`src/rtl/seg7_pkg.sv`:
```
// Shared 7-segment code table and scan-decoder state type, used by both the
// hex->segment encoder and the receive-side decoder so the tables cannot diverge.
package seg7_pkg;

  // Active-low segments, bit0 = a .. bit6 = g.
  localparam logic [6:0] SEG_0     = 7'b1000000;
  localparam logic [6:0] SEG_1     = 7'b1111001;
  localparam logic [6:0] SEG_2     = 7'b0100100;
  localparam logic [6:0] SEG_3     = 7'b0110000;
  localparam logic [6:0] SEG_4     = 7'b0011001;
  localparam logic [6:0] SEG_5     = 7'b0010010;
  localparam logic [6:0] SEG_6     = 7'b0000010;
  localparam logic [6:0] SEG_7     = 7'b1111000;
  localparam logic [6:0] SEG_8     = 7'b0000000;
  localparam logic [6:0] SEG_9     = 7'b0010000;
  localparam logic [6:0] SEG_A     = 7'b0001000;
  localparam logic [6:0] SEG_B     = 7'b0000011;
  localparam logic [6:0] SEG_C     = 7'b1000110;
  localparam logic [6:0] SEG_D     = 7'b0100001;
  localparam logic [6:0] SEG_E     = 7'b0000110;
  localparam logic [6:0] SEG_F     = 7'b0001110;
  localparam logic [6:0] SEG_BLANK = 7'b1111111;

  typedef enum logic [1:0] {
    EMPTY  = 2'd0,
    ACCUM  = 2'd1,
    LOCKED = 2'd2
  } scan_state_e;

  function automatic logic [6:0] hex_to_seg(input logic [3:0] nib);
    logic [6:0] seg;
    case (nib)
      4'h0: seg = SEG_0;
      4'h1: seg = SEG_1;
      4'h2: seg = SEG_2;
      4'h3: seg = SEG_3;
      4'h4: seg = SEG_4;
      4'h5: seg = SEG_5;
      4'h6: seg = SEG_6;
      4'h7: seg = SEG_7;
      4'h8: seg = SEG_8;
      4'h9: seg = SEG_9;
      4'hA: seg = SEG_A;
      4'hB: seg = SEG_B;
      4'hC: seg = SEG_C;
      4'hD: seg = SEG_D;
      4'hE: seg = SEG_E;
      default: seg = SEG_F;
    endcase
    return seg;
  endfunction

endpackage

```
`src/rtl/seg7_lookup.sv`:
```
// Combinational reverse lookup: active-low segment pattern -> hex nibble,
// flagged as a legal digit, the blank pattern, or neither (bad).
module seg7_lookup
  import seg7_pkg::*;
(
  input  logic [6:0] seg_n,
  output logic [3:0] nibble,
  output logic       legal,
  output logic       blank
);

  // Searching the encoder table itself keeps decode and encode in lock-step.
  always_comb begin
    // NOTE: every output gets a default before the search so no latch is inferred.
    nibble = 4'h0;
    legal  = 1'b0;
    blank  = (seg_n == SEG_BLANK);
    for (int i = 0; i < 16; i++) begin
      if (seg_n == hex_to_seg(4'(i))) begin
        nibble = 4'(i);
        legal  = 1'b1;
      end
    end
  end

endmodule

```
`src/rtl/seg7_scan_decoder.sv`:
```
// Snoops a multiplexed active-low 7-segment bus, commits a pattern once it has
// been seen STABLE_CNT times in a row, and keeps a decoded per-digit register file.
module seg7_scan_decoder
  import seg7_pkg::*;
#(
  parameter int NDIG       = 6,
  parameter int STABLE_CNT = 4
) (
  input  logic                      clk,
  input  logic                      clrn,
  input  logic                      sample_en,
  input  logic [6:0]                seg_n,
  input  logic [NDIG-1:0]           dig_sel,
  output logic [4*NDIG-1:0]         hex_out,
  output logic [NDIG-1:0]           digit_valid,
  output logic [NDIG-1:0]           bad_pattern,
  output logic                      upd_valid,
  output logic [$clog2(NDIG)-1:0]   upd_idx,
  output logic [3:0]                upd_hex
);

  localparam int IDX_W = $clog2(NDIG);
  localparam int CNT_W = $clog2(STABLE_CNT + 1);
  localparam logic [CNT_W-1:0] CNT_ONE = CNT_W'(1);
  localparam logic [CNT_W-1:0] CNT_MAX = CNT_W'(STABLE_CNT);

  scan_state_e          state, state_nxt;
  logic [CNT_W-1:0]     cnt, cnt_nxt, cnt_inc;
  logic [NDIG+6:0]      last_q;
  logic                 sel_ok, accepted, match, commit;
  logic [IDX_W-1:0]     sel_idx;
  logic [3:0]           lk_nibble;
  logic                 lk_legal, lk_blank;
  logic [3:0]           hex_q [NDIG];

  seg7_lookup u_lookup (
    .seg_n  (seg_n),
    .nibble (lk_nibble),
    .legal  (lk_legal),
    .blank  (lk_blank)
  );

  assign sel_ok   = $onehot(dig_sel);
  assign accepted = sample_en && sel_ok;
  assign match    = ({dig_sel, seg_n} == last_q);
  assign cnt_inc  = cnt + CNT_ONE;

  always_comb begin
    sel_idx = '0;
    for (int i = 0; i < NDIG; i++) begin
      if (dig_sel[i]) sel_idx = IDX_W'(i);
    end
  end

  // Qualification FSM; a zero or multi-hot select aborts any run in progress.
  always_comb begin
    state_nxt = state;
    cnt_nxt   = cnt;
    commit    = 1'b0;
    if (sample_en) begin
      if (!sel_ok) begin
        state_nxt = EMPTY;
        cnt_nxt   = '0;
      end else begin
        case (state)
          EMPTY: begin
            cnt_nxt = CNT_ONE;
            if (STABLE_CNT == 1) begin
              commit    = 1'b1;
              state_nxt = LOCKED;
            end else begin
              state_nxt = ACCUM;
            end
          end
          ACCUM: begin
            if (match) begin
              cnt_nxt = cnt_inc;
              if (cnt_inc == CNT_MAX) begin
                commit    = 1'b1;
                state_nxt = LOCKED;
              end
            end else begin
              cnt_nxt = CNT_ONE;
            end
          end
          LOCKED: begin
            if (!match) begin
              cnt_nxt = CNT_ONE;
              if (STABLE_CNT == 1) begin
                commit = 1'b1;
              end else begin
                state_nxt = ACCUM;
              end
            end
          end
          default: begin
            state_nxt = EMPTY;
            cnt_nxt   = '0;
          end
        endcase
      end
    end
  end

  always_ff @(posedge clk or negedge clrn) begin
    if (!clrn) begin
      state  <= EMPTY;
      cnt    <= '0;
      last_q <= '0;
    end else begin
      // NOTE: non-blocking assignments so every flop samples pre-edge values.
      state <= state_nxt;
      cnt   <= cnt_nxt;
      if (accepted) last_q <= {dig_sel, seg_n};
    end
  end

  always_ff @(posedge clk or negedge clrn) begin
    if (!clrn) begin
      upd_valid <= 1'b0;
      upd_idx   <= '0;
      upd_hex   <= 4'h0;
    end else begin
      upd_valid <= commit;
      if (commit) begin
        upd_idx <= sel_idx;
        upd_hex <= lk_legal ? lk_nibble : 4'h0;
      end
    end
  end

  // Register file: only the committing digit's entry is written.
  always_ff @(posedge clk or negedge clrn) begin
    if (!clrn) begin
      // NOTE: the register file is small and its reset value is visible on hex_out, so it is reset.
      for (int i = 0; i < NDIG; i++) hex_q[i] <= 4'h0;
      digit_valid <= '0;
      bad_pattern <= '0;
    end else if (commit) begin
      hex_q[sel_idx]       <= lk_legal ? lk_nibble : 4'h0;
      digit_valid[sel_idx] <= lk_legal;
      bad_pattern[sel_idx] <= !lk_legal && !lk_blank;
    end
  end

  always_comb begin
    hex_out = '0;
    for (int i = 0; i < NDIG; i++) hex_out[4*i +: 4] = hex_q[i];
  end

endmodule

```
`config.mk`:
```
export PLATFORM = sky130hd
export DESIGN_NAME = seg7_scan_decoder
export DESIGN_NICKNAME = d
export VERILOG_FILES = /design/src/rtl/seg7_pkg.sv /design/src/rtl/seg7_lookup.sv /design/src/rtl/seg7_scan_decoder.sv
export SDC_FILE = /design/constraint.sdc
export NUM_CORES = 1
export LEC_CHECK = 0
export CORE_MARGIN = 4
export CORE_UTILIZATION = 30
export CTS_BUF_LIST = sky130_fd_sc_hd__clkbuf_16
export DETAILED_ROUTE_END_ITERATION = 6
export GPL_TIMING_DRIVEN = 0
export SLEW_MARGIN = 20
export SYNTH_ARGS = -nofsm -noshare
export SYNTH_HDL_FRONTEND = slang
export SYNTH_SLANG_ARGS = --single-unit
```
`constraint.sdc`:
```
create_clock -name clk -period 2 [get_ports clk]
set_input_delay 0.4 -clock clk [delete_from_list [all_inputs] [get_ports clk]]
set_output_delay 0.4 -clock clk [all_outputs]
set_load 0.01 [all_outputs]
```
==> results of run 1 <==
-- through the flow --
stage / setup WS (ns) / instances / cell area [um^2] / power [uW]
final: -1.68 / 488 / 4470 / 3570
after global routing: -1.80 / 488 / 4470 / 3750
after CTS: -1.75 / 480 / 4340 / 3530
after detailed placement: -2.64 / 452 / 3920 / 2060
after global placement: -2.59 / 451 / 3900 / 2030
after floorplan: -1.80 / 261 / 3160 / 1880
-- synth_stat cells, types with 2 or more instances --
| master | n |
|---|---|
| dfrtp_1 | 62 |
| mux2_2 | 46 |
| nand2_1 | 14 |
| xor2_1 | 14 |
| nor2_1 | 13 |
| nor3_1 | 12 |
| o21ai_0 | 11 |
| a21oi_1 | 10 |
| buf_2 | 7 |
| inv_1 | 7 |
| mux2_1 | 6 |
| a31oi_1 | 4 |
| clkbuf_1 | 4 |
| nor4_1 | 4 |
| fa_1 | 3 |
| ha_1 | 3 |
| nand4_1 | 3 |
| nor3b_1 | 3 |
| a21o_1 | 2 |
| a22oi_1 | 2 |
| and2_1 | 2 |
| nand3_2 | 2 |
| nand4b_1 | 2 |
| xnor2_1 | 2 |
-- worst max-delay path, delay by kind of cell --
kind	cells	cell delay (ns)
buf+inv	5	0.47
mux	1	0.30
fa+ha+maj	4	1.62
simple gates	5	1.07
-- path summary, 6_finish.rpt --
path                                                  from                         end  cells past startpoint
worst max register to register       last_q[1]$_DFFE_PN0P_  digit_valid[0]$_DFFE_PN0P_                      8
worst min register to register  digit_valid[5]$_DFFE_PN0P_  digit_valid[5]$_DFFE_PN0P_                      1
worst min-delay path                            dig_sel[0]       last_q[7]$_DFFE_PN0P_                      2
max in group asynchronous                             clrn          cnt[0]$_DFFE_PN0P_                      3
worst max-delay path                            dig_sel[0]  digit_valid[0]$_DFFE_PN0P_                     15
min in group asynchronous                             clrn  digit_valid[0]$_DFFE_PN0P_                      2
-- layout by cell type, fill, tap and decap left out, drive strengths merged, types with 3 or more instances in the layout --
cell type,count
xor2,14
nand2,14
nor3,13
o21ai,11
fa,3
mux2,52
clkinv,3
buf,34
clkbuf,12
a21oi,10
nor3b,3
nor4,4
nand3,3
a31oi,4
inv,10
dfrtp,62
nand4b,3
nand4,4
nor2,13
ha,3
clkdlybuf4s50,51
-- flip-flops by register name (all words and copies together), names as in the netlist, 2 cells and up --
signal       count
hex_out         24
last_q          13
bad_pattern      6
digit_valid      6
upd_hex          4
cnt              3
upd_idx          3
state            2
-- cells by family (layout without fill, tap and decap cells) --
group / Yosys count / in the layout / synth area share (%)
AOI/OAI and AO/OA: 36 / 36 / 7.26
xor gates and xnor gates: 16 / 16 / 4.49
adders and majority gates: 6 / 6 / 3.13
buffers and inverters: 20 / 114 / 3.05
DFF: 62 / 62 / 49.7
muxes: 52 / 52 / 18.8
and+or+nand+nor: 69 / 69 / 13.6
-- repair_timing --
| action | in CTS | in global routing |
|---|---|---|
| pin swaps | 3 | 6 |
| cloned | 1 | 0 |
| setup endpoints to repair | 62 | 62 |
| buffers inserted | 10 | 9 |
| hold buffers | 1 | 0 |
| endpoints found under the hold margin | 12 | 0 |
| resized for setup | 35 | 23 |
-- layer usage --
layer / vias up / share of wire, %
met5: - / 0
met4: 0 / 1.8
met3: 11 / 4.4
met2: 59 / 48
met1: 1187 / 45
li1: 1124 / -
-- cell type report --
type,count,area (um^2)
clock buffer,9,225
sequential,62,1550
inverter,7,26.3
multi-input combinational,179,1580
clock inverter,7,42.5
tap,133,166
buffer,13,93.8
fill,916,5480
timing repair buffer,78,785
-- power groups by stage --
stage               Clock (uW)  Combinational [uW]  Sequential, uW
floorplan                    0                 376            1510
global placement             0                 509            1520
detailed placement           0                 530            1530
CTS                       1410                 604            1510
global route              1470                 744            1540
finish                    1380                 674            1520
==> summary.txt, run 1 <==
Place
  • Post-DP HPWL: 5390 um
  • Placer Congestion: 0.867
  • Port Buffers: 57

Clock tree
  • Root Buffer Master: clkbuf_16
  • CTS H-tree lvls: 3
  • Clock Path Buffers: 2
  • Total CTS buffers: 9
  • Clk sink count: between 60 and 70
  • Worst-Skew Late Latency: 0.33 ns
  • Clock Pin Slew Worst Setup and Hold Paths: around 0.050 ns
  • CTS tree: yes

Yosys
  • Mapped Nets: 283
  • Post-synthesis register bit count: just over 60
  • Top cells by area, synth: dfrtp_1, mux2_2, xor2_1
  • Synth Instances: 261
  • Async SR Flop Fraction: between 90% and 100%
  • Post-synthesis cell area: 3120 um^2
  • Number of warnings issued by yosys: 0
  • Top cell type's share of synthesized area: between 40% and 50%
  • Dominant cell type by area after synthesis: dfrtp_1
  • Distinct cell type count after synthesis: 47
  • Post-synthesis sequential area ratio: between 40 and 50%
  • Dominant synthesized flop cell: dfrtp_1
  • Number of flops mapped to enable cells by yosys: 0
  • Synth Area per Inst: 12.0 um^2

Pwr
  • Int Pwr: 2620 uW
  • Sw Ratio: 26.7%
  • Maximum vdd drop: 0.290 mV
  • Lkg Pwr: 0.00206 uW
  • Psw: ~950 uW
  • Reg power frac: approximately 43%
  • Comb pwr share: approximately a fifth
  • P per Cell Area: 798 nW/um^2
  • Power share of the clock group: between 30% and 40%

Route
  • Vias after detailed routing: between 2k and 2.5k
  • DRT Pass-1 Iters: 4
  • Detailed-route DRC error count: 0
  • Antenna-violating nets left: 0
  • DR iter-0 viols: 67
  • Routed vias/inst: 4.88
  • DRT Wirelength: 7560 um
  • Drt wl/cell: 15.5 um

Setup path
  • Critical-path maximum fanout: 6
  • CP peak stage delay: 0.54 ns
  • Most used cell, CP: fa_1
  • Data arrival, critical path: 3.89 ns
  • WP data required: around 2.2 ns
  • Crit. End Element: flop
  • Slowest cell on the critical path: fa_1
  • Startpoint Class: input pin
  • FF-to-FF setup slack: -0.38 ns
  • Crit path cell chain: buf_8 -> fa_1 -> inv_2 -> fa_1 -> inv_1 -> ha_2 -> fa_1 -> or3b_4 -> nor3_4 -> and3_4 -> nor2b_4 -> buf_6 -> and4b_1 -> buf_6 -> mux2_4
  • Crit path kind: input pin to flop

Timing
  • RSZ-0062 raised after global routing: true
  • Crit path time final: 3.68 ns
  • Slew @ Worst Pin: 1.07 ns
  • Final Max Slew Viols: 0
  • Post-Route Setup TNS: -96.89 ns
  • Final hold slack: 0.328 ns
  • Post-route setup slack: -1.68 ns
  • # setup viols final: 62
  • Fmax: 272 MHz
  • Final clock skew: 0.00585 ns
  • Worst slew margin: 27.9%
  • Tcrit/Tclk final: 184%
  • Final Hold Violating Endpoints: 0

Die
  • Die area: between 10000 and 15000 um^2
  • Die Ht: 110 um
  • I/O pin count: 60
  • Die W: 110 um
  • Core area: between 9000 and 10000 um^2
  • Rows: 36
  • Initial Utilization: 31.3%

Global route
  • M1 GR Usage: 17.7%
  • GR Util met3: 2.70%
  • Largest net degree at the start of global routing: 51
  • First-pass GRT wire length: about 12000 um
  • GR peak layer: met2
  • GRT Total Usage: 13.0%
  • GRT Residual Overflow: 0
  • Vias in the first global route: 2349
  • Initial antenna violation count: 0
  • GR Util met2: 19.6%

Layout
  • Final Util: 44.9%
  • Share of post-route cells with drive strength above 1: 32.7%
  • # diodes: 0
  • NumNets Final: between 300 and 400
  • P&R area growth vs syn: 43.4%

Run status
  • Status: complete, but fails checks
  • Violations in the final reports: negative setup slack

Flow run
  • Maxcap violations: 0

Worst hold path
  • Worst min path class: input pin to flop
Power figures use the tool's default switching activity.
==> inputs of run 2 (changes only) <==
--- a/config.mk
+++ b/config.mk
@@ -5,6 +5,7 @@
 export SDC_FILE = /design/constraint.sdc
 export NUM_CORES = 1
 export LEC_CHECK = 0
+export CAP_MARGIN = 20
 export CORE_MARGIN = 4
 export CORE_UTILIZATION = 30
 export CTS_BUF_LIST = sky130_fd_sc_hd__clkbuf_16
==> results of run 2 <==
Final layout, timing and power as in run 1 (identical DEF).
